==> config.mk <==
export PLATFORM = sky130hd
export DESIGN_NAME = pipelined_accum_flat
export DESIGN_NICKNAME = d
export VERILOG_FILES = /design/src/rtl/pipelined_accum_if.sv /design/src/rtl/pipelined_accum.sv /design/src/flat_wrapper.sv
export SDC_FILE = /design/constraint.sdc
export NUM_CORES = 1
export LEC_CHECK = 0
export BUFFER_PORTS_ARGS = -buffer_cell sky130_fd_sc_hd__buf_2
export CORE_MARGIN = 2
export CORE_UTILIZATION = 50
export DETAILED_ROUTE_END_ITERATION = 6
export HOLD_SLACK_MARGIN = 0.05
export PLACE_DENSITY = 0.77
export SLEW_MARGIN = 20
export SYNTH_ARGS = -nofsm -noshare
export SYNTH_HDL_FRONTEND = slang
export SYNTH_SLANG_ARGS = --single-unit
export TNS_END_PERCENT = 100
==> constraint.sdc <==
create_clock -name clk -period 2.3 [get_ports clk]
set_clock_uncertainty 0.1 [all_clocks]
set_input_delay 0.46 -clock clk [delete_from_list [all_inputs] [get_ports clk]]
set_output_delay 0.46 -clock clk [all_outputs]
set_load 0.01 [all_outputs]
==> src/rtl/pipelined_accum_if.sv <==
// pipelined_accum_if
// Bundles the data-path signals of the pipelined adder-tree accumulator.
// The producer (multiply stage or bench) uses the master modport and the
// accumulator uses the slave modport.
//   new_sum  : restart strobe, aligned with data_in
//   data_in  : NO_IN packed signed words of IN_BITWIDTH bits, element i = data_in[i]
//   data_out : signed accumulator value, OUT_BITWIDTH bits
interface pipelined_accum_if #(
    parameter int IN_BITWIDTH  = 16,
    parameter int OUT_BITWIDTH = 16,
    parameter int LOG2_NO_IN   = 1
);
    localparam int NO_IN = 1 << LOG2_NO_IN;

    logic                                 new_sum;
    logic [NO_IN-1:0][IN_BITWIDTH-1:0]    data_in;
    logic [OUT_BITWIDTH-1:0]              data_out;

    modport master (
        output new_sum,
        output data_in,
        input  data_out
    );

    modport slave (
        input  new_sum,
        input  data_in,
        output data_out
    );
endinterface

==> src/rtl/pipelined_accum.sv <==
// pipelined_accum
// Pipelined signed adder tree followed by a running accumulator. Every cycle
// the 2^LOG2_NO_IN input words are sign-extended, reduced through LOG2_NO_IN
// registered adder levels and folded into the accumulator. A new_sum strobe,
// delayed to stay aligned with its data, reloads the accumulator instead of
// adding to it. All arithmetic wraps modulo 2^OUT_BITWIDTH.
// Ports:
//   clk   : rising-edge clock
//   rst_n : asynchronous active-low reset, clears every register
//   bus   : pipelined_accum_if slave (new_sum, data_in in; data_out out)
module pipelined_accum #(
    parameter int IN_BITWIDTH  = 16,
    parameter int OUT_BITWIDTH = 16,
    parameter int LOG2_NO_IN   = 1
) (
    input  logic               clk,
    input  logic               rst_n,
    pipelined_accum_if.slave   bus
);
    localparam int NO_IN = 1 << LOG2_NO_IN;

    logic signed [OUT_BITWIDTH-1:0] ext [NO_IN];
    logic signed [OUT_BITWIDTH-1:0] tree_sum;
    logic                           new_sum_d;
    logic signed [OUT_BITWIDTH-1:0] acc;

    // Sign-extend every input word to the tree width.
    for (genvar i = 0; i < NO_IN; i++) begin : g_ext
        assign ext[i] = OUT_BITWIDTH'($signed(bus.data_in[i]));
    end

    if (LOG2_NO_IN == 0) begin : g_bypass
        assign tree_sum  = ext[0];
        assign new_sum_d = bus.new_sum;
    end else begin : g_tree
        // Internal nodes are stored heap-style: node n has children 2n+1 and
        // 2n+2, the root is node 0, and indices NO_IN-1 and up are the leaves
        // (the sign-extended inputs). Every node at one depth belongs to the
        // same pipeline level, so the tree adds one register per level.
        logic signed [OUT_BITWIDTH-1:0] node_d [NO_IN-1];
        logic signed [OUT_BITWIDTH-1:0] node_q [NO_IN-1];
        logic [LOG2_NO_IN-1:0]          ns_pipe;

        for (genvar n = 0; n < NO_IN - 1; n++) begin : g_node
            localparam int LEFT  = 2 * n + 1;
            localparam int RIGHT = 2 * n + 2;
            logic signed [OUT_BITWIDTH-1:0] lhs;
            logic signed [OUT_BITWIDTH-1:0] rhs;

            if (LEFT >= NO_IN - 1) begin : g_leaf
                assign lhs = ext[LEFT - (NO_IN - 1)];
                assign rhs = ext[RIGHT - (NO_IN - 1)];
            end else begin : g_inner
                assign lhs = node_q[LEFT];
                assign rhs = node_q[RIGHT];
            end

            assign node_d[n] = lhs + rhs;
        end

        // Tree registers and the matching new_sum delay line advance together
        // so the strobe reaches the accumulator in the same cycle as its sum.
        always_ff @(posedge clk or negedge rst_n) begin
            if (!rst_n) begin
                for (int n = 0; n < NO_IN - 1; n++) begin
                    node_q[n] <= '0;
                end
                ns_pipe <= '0;
            end else begin
                node_q     <= node_d;
                ns_pipe[0] <= bus.new_sum;
                for (int i = 1; i < LOG2_NO_IN; i++) begin
                    ns_pipe[i] <= ns_pipe[i-1];
                end
            end
        end

        assign tree_sum  = node_q[0];
        assign new_sum_d = ns_pipe[LOG2_NO_IN-1];
    end

    // Accumulates every cycle; a delayed new_sum discards the old total and
    // reloads with the current tree sum, which includes that cycle's data.
    always_ff @(posedge clk or negedge rst_n) begin
        if (!rst_n) begin
            acc <= '0;
        end else if (new_sum_d) begin
            acc <= tree_sum;
        end else begin
            acc <= acc + tree_sum;
        end
    end

    assign bus.data_out = acc;
endmodule

==> src/flat_wrapper.sv <==
// flat-port wrapper written by rule: the top's interface ports become plain ports
module pipelined_accum_flat 
#(
    parameter int IN_BITWIDTH  = 16,
    parameter int OUT_BITWIDTH = 16,
    parameter int LOG2_NO_IN   = 1
)
  (clk, rst_n, bus_new_sum, bus_data_in, bus_data_out);
  pipelined_accum_if #(.IN_BITWIDTH(IN_BITWIDTH), .OUT_BITWIDTH(OUT_BITWIDTH), .LOG2_NO_IN(LOG2_NO_IN)) bus_i ();
  input  logic clk;
  input  logic rst_n;
  input wire logic [$bits(bus_i.new_sum)-1:0] bus_new_sum;
  input wire logic [$bits(bus_i.data_in)-1:0] bus_data_in;
  output wire logic [$bits(bus_i.data_out)-1:0] bus_data_out;
  assign bus_i.new_sum = bus_new_sum;
  assign bus_i.data_in = bus_data_in;
  assign bus_data_out = bus_i.data_out;
  pipelined_accum #(.IN_BITWIDTH(IN_BITWIDTH), .OUT_BITWIDTH(OUT_BITWIDTH), .LOG2_NO_IN(LOG2_NO_IN)) u_core (.clk(clk), .rst_n(rst_n), .bus(bus_i));
endmodule
==> reports/results.tsv, run 1 <==
metric	value	unit
status	finished, violations left	
cts_inserted_buffers	5	
start_util	0.512	
violations	setup timing	
fp.dieH	73.1	um
syn-num-nets	321	
post_dp_cell_area	2850	um^2
synth_flop_cell	dfrtp_1	
setup_viol_count_final	1	
clk_latency	290	ps
layout_min_cycle_time	2350	ps
cp.required	2350	ps
hold_violations	0	
cts_sinks	33	
via_count	2094	
overflow	0	
place_inst	371	
pin_count	51	
die_area	5350	um^2
fin_util	0.660	
fmax	0.426	GHz
drt_iter0_markers	167	
clock_path_buffers	2	
clkTransAtPathRegs	70	ps
crit_start	u_core.bus.data_out[0]	
wl_per_cell	12.8	um
cts.hold.buffers_added	0	
worstReg2RegEnd	u_core.bus.data_out[14]	
layout.cells.non_filler	383	
synth_top_area_cell	dfrtp_1	
use_met2	0.309	
final.period_utilization	1.02	
postLayoutSetupSlackWorst	-48.0	ps
port_buffers	50	
drt_first_pass_iters	4	
met3_usage	0.0497	
clk_root_buffer_cell	clkbuf_8	
ant_nets	0	
synth.cell_area	2390	um^2
p_total	3.73	mW
synth_top_cells_by_count	33 x dfrtp_1, 30 x ha_1, 25 x o21ai_0	
p_leak	1.49	nW
yosys_register_bits	33	
drc	0	
reg2reg_setup_slack	-50	ps
p_int	2.21	mW
critPathMaxFanout	3	
layout.area.seq	826	um^2
yosys-top-cells-area	dfrtp_1 35%, ha_1 16%, xnor2_1 5.5%, o21ai_0 5.2%, a21oi_1 4.8%	
htreeDepth	2	
switching_share	0.408	
worst_pin_slew	705	ps
async_flop_share	1.00	
synthCells	254	
antenna_found_initial	0	
insertedDiodeCount	0	
power_frac_comb	0.602	
synth_cell_type_count	46	
multi_input_area	1600	um^2
reg2reg_from	u_core.bus.data_out[0]	
start_kind	flip-flop	
synth_area_per_cell	9.40	um^2
synth_top_area_frac	0.346	
slew_headroom	0.530	
drt-total-wl	4910	um
cts_tree	yes	
maxSlewViolCount	0	
ys_warn_count	0	
core	4660	um^2
rows	25	
area_delta_synth_final	28.8	%
switchingPower	1.52	mW
hold_slack	118	ps
grt_pass1_wl	8370	um
yosysMostFrequentCell	dfrtp_1	
nets	395	
arrival	2400	ps
seq_power_share	0.247	
crit_path_end_kind	flip-flop	
grt_use_met1	0.274	
first_global_vias	1976	
rsz0062_at_grt	yes	
place_congestion	0.859	
layout-drive-gt1-share	0.310	
ys_seq_area_frac	0.346	
grt_use_total	0.198	
nFillCells	372	
pwr-share-clk	0.151	
dieWidth	73.1	um
path_class	flip-flop to flip-flop	
grt_max_degree	34	
dp_hpwl	3650	um
final.setup.tns	-48.0	ps
peakVddDrop	0.425	mV
finish.instance_area	3080	um^2
p_per_area	1210	nW/um^2
synth-edff-count	0	
viasPerCell	5.47	
maxCapViolations	0	
busiest_layer	met2	
worstRegToRegCells	10	
holdCritPathClass	primary input to asynchronous set/reset pin	
place_ws	-250	ps
-- power by group through the flow --
stage               Clock [mW]  Combinational, mW  Sequential, mW
global route             0.598               2.48           0.949
finish                   0.563               2.24           0.921
detailed placement           0               1.99           0.922
global placement             0               1.94           0.914
CTS                      0.576               2.10           0.919
floorplan                    0               1.36           0.969
-- flip-flops by register name, summed over array words and instances (netlist names) --
| name | count |
|---|---|
| u_core.g_tree.node_q | 16 |
| u_core.g_tree.ns_pipe | 1 |
| u_core.bus.data_out | 16 |
-- placed cells by master, fill, tap and decap left out, types with 6 or more instances in the layout --
cell type	n
a21o_1	11
a21oi_1	21
buf_2	48
buf_4	21
clkbuf_8	6
dfrtp_1	33
ha_1	27
inv_1	11
nand2_1	24
nor2_1	14
o21ai_0	22
xnor2_1	15
xor2_1	9
-- critical path, cell delays in order (launching register included) --
cell	delay, ps
dfrtp_1	410
ha_4	190
fa_2	380
a21oi_4	170
o21ai_2	80
a21oi_2	190
o221ai_2	110
a21oi_2	190
buf_4	150
o21a_1	150
o311ai_2	90
-- layer usage --
layer  vias to the layer above  wire length, um
met5                         -                0
li1                       1076                -
met4                         0               43
met1                       958             2240
met3                         4              275
met2                        56             2350
-- logic make-up after synthesis --
group | synth area share
compound gates | 0.234
xor+xnor | 0.0880
fa+ha+maj | 0.174
buf+inv | 0.0236
flops | 0.346
mux | 0.0178
simple gates | 0.117
-- final cells by class --
type | instances | share of cell area
Tap cell | 54 | 0.0220
Clock inverter | 2 | 0.0122
Multi-Input combinational cell | 206 | 0.521
Inverter | 11 | 0.0134
Timing Repair Buffer | 71 | 0.137
Sequential cell | 33 | 0.268
Clock buffer | 6 | 0.0268
-- worst max-delay path by stage --
stage                                    end  slack [ps]
finish               u_core.bus.data_out[14]         -50
global route         u_core.bus.data_out[14]        -170
CTS                  u_core.bus.data_out[14]           7
detailed placement  u_core.g_tree.node_q[12]        -250
global placement    u_core.g_tree.node_q[14]        -230
floorplan           u_core.g_tree.node_q[14]         -90
-- timing repair --
| action | in CTS | in global routing |
|---|---|---|
| pin swaps | 5 | 7 |
| gates resized for setup | 5 | 9 |
| setup endpoints to repair | 4 | 7 |
| setup buffers | 1 | 3 |
No activity file was read; power rests on OpenSTA's default activity.
==> inputs of run 2 (changes only) <==
CORE_UTILIZATION = 42   (was 50)
PLACE_DENSITY = 0.67   (was 0.77)
==> run 2 against run 1 <==
Against the previous run:
- the flow now finishes without violations
- flip-flop and latch count did not move
- register-to-register slack improved by 50 ps
- core utilization fell by 9.2 points
- via count fell by 1.2%
- hold slack got worse by 1.8 ps
- sequential power fell by 0.4%
- maximum frequency rose by 2.1%
- first-iteration DRC count fell by 28%
- critical path depth fell by 1
- global-route usage fell by 2.5 points
- largest cell class unchanged
- largest power group unchanged
==> reports/results.tsv, run 2 (same netlist as run 1, synthesis figures left out) <==
metric	value	unit	change
core	5510	um^2	+18%
arrival	2380	ps	-20 ps
crit_path_end_kind	flip-flop		
insertedDiodeCount	0		unchanged
layout_min_cycle_time	2300	ps	-48.2 ps
layout.cells.non_filler	402		+5.0%
cts_sinks	33		unchanged
antenna_found_initial	0		unchanged
clkTransAtPathRegs	70	ps	about the same
nets	396		+0.25%
path_class	flip-flop to flip-flop		
place_inst	387		+4.3%
start_kind	flip-flop		
most-common-layout-cells	49 x buf_2, 33 x dfrtp_1, 27 x ha_1, 23 x nand2_1, 22 x buf_4		
layout-drive-gt1-share	0.318		+0.00815
p_leak	1.52	nW	+1.6%
htreeDepth	2		unchanged
drc	0		unchanged
worst_pin_slew	709	ps	+3.97 ps
rsz0062_at_grt	yes		
nFillCells	489		+31%
dp_hpwl	3750	um	+2.8%
grt_pass1_wl	8760	um	+4.7%
die_area	6310	um^2	+18%
drt-total-wl	5120	um	+4.3%
status	completed		
pin_count	51		unchanged
port_buffers	50		unchanged
slew_headroom	0.528		-0.00264
ant_nets	0		unchanged
wl_per_cell	12.7	um	-0.65%
maxSlewViolCount	0		unchanged
fp.dieH	79.4	um	+8.6%
peakVddDrop	0.471	mV	+11%
cp.required	2380	ps	+30 ps
clk_root_buffer_cell	clkbuf_8		
place_congestion	0.829		-3.5%
clk_latency	290	ps	about the same
first_global_vias	2059		+4.2%
maxCapViolations	0		unchanged
cts.hold.buffers_added	0		unchanged
rows	27		+8.0%
fmax	0.435	GHz	+2.1%
postLayoutSetupSlackWorst	0.163	ps	+48.2 ps
hold_violations	0		unchanged
hold_slack	116	ps	-1.75 ps
viasPerCell	5.14		-5.9%
via_count	2068		-1.2%
cts_inserted_buffers	5		unchanged
holdCritPathClass	primary input to asynchronous set/reset pin		
area_delta_synth_final	31.0	%	
grt_use_total	0.173		-0.0245
final.period_utilization	1.00		-0.0209
drt_iter0_markers	120		-28%
clock_path_buffers	2		unchanged
grt_max_degree	34		unchanged
layout_commonest_cell	buf_2		
place_ws	-275	ps	-24.4 ps
critPathMaxFanout	4		+1
overflow	0		unchanged
drt_first_pass_iters	4		unchanged
setup_viol_count_final	0		-1
dieWidth	79.4	um	+8.6%
cts_tree	yes		
p_per_area	1210	nW/um^2	+0.16%
start_util	0.434		-0.0787
## run 2: through the flow
stage	util	area [um^2]	setup TNS, ps	total power, mW
6_report	0.568	3130	0	3.79
5_1_grt	0.568	3130	-338	4.13
4_1_cts	0.547	3010	0	3.59
3_5_place_dp	0.518	2850	-851	2.92
3_3_place_gp	0.518	2850	-677	2.87
2_1_floorplan	-	2420	-171	2.33
## run 2: power breakdown
part           internal (mW)  switching, mW
Clock                  0.352          0.221
Combinational           1.10           1.20
Sequential             0.781          0.136
## run 2: worst max-delay path, cell delays in order (launching register included)
cell	delay, ps
dfrtp_1	390
ha_2	210
fa_2	370
a21oi_2	170
o21ai_2	80
a21oi_2	180
o221ai_2	110
a21oi_2	230
o21bai_1	100
a211o_1	250
## run 2: cell type report
| cell class | count | area, um^2 | share of cell area |
|---|---|---|---|
| Clock buffer | 6 | 82.6 | 0.0264 |
| Clock inverter | 2 | 37.5 | 0.0120 |
| Inverter | 11 | 41.3 | 0.0132 |
| Multi-Input combinational cell | 206 | 1630 | 0.521 |
| Sequential cell | 33 | 826 | 0.264 |
| Tap cell | 72 | 90.1 | 0.0288 |
| Timing Repair Buffer | 72 | 422 | 0.135 |
## run 2: routing by layer
metal	GRT usage	wire length (um)
met2	0.280	2440
met4	0.0586	85
met3	0.0362	187
met1	0.231	2400
met5	0	0
## run 2: what timing repair did
action / CTS / global route
gates cloned: 0 / 0
setup endpoints to repair: 3 / 10
pin swaps: 3 / 12
buffers inserted: 3 / 4
resized for setup: 3 / 16
## run 2: worst paths after layout
check	cells after the start	slack (ps)	end	start
hold reg to reg	1	330	u_core.bus.data_out[15]	u_core.g_tree.node_q[15]
max in group asynchronous	1	1520	u_core.bus.data_out[15]	rst_n
min in group clk	1	180	u_core.g_tree.ns_pipe	bus_new_sum
setup reg to reg	9	0.2	u_core.bus.data_out[12]	u_core.bus.data_out[0]
hold / removal	1	120	u_core.bus.data_out[0]	rst_n
setup / recovery	9	0.2	u_core.bus.data_out[12]	u_core.bus.data_out[0]
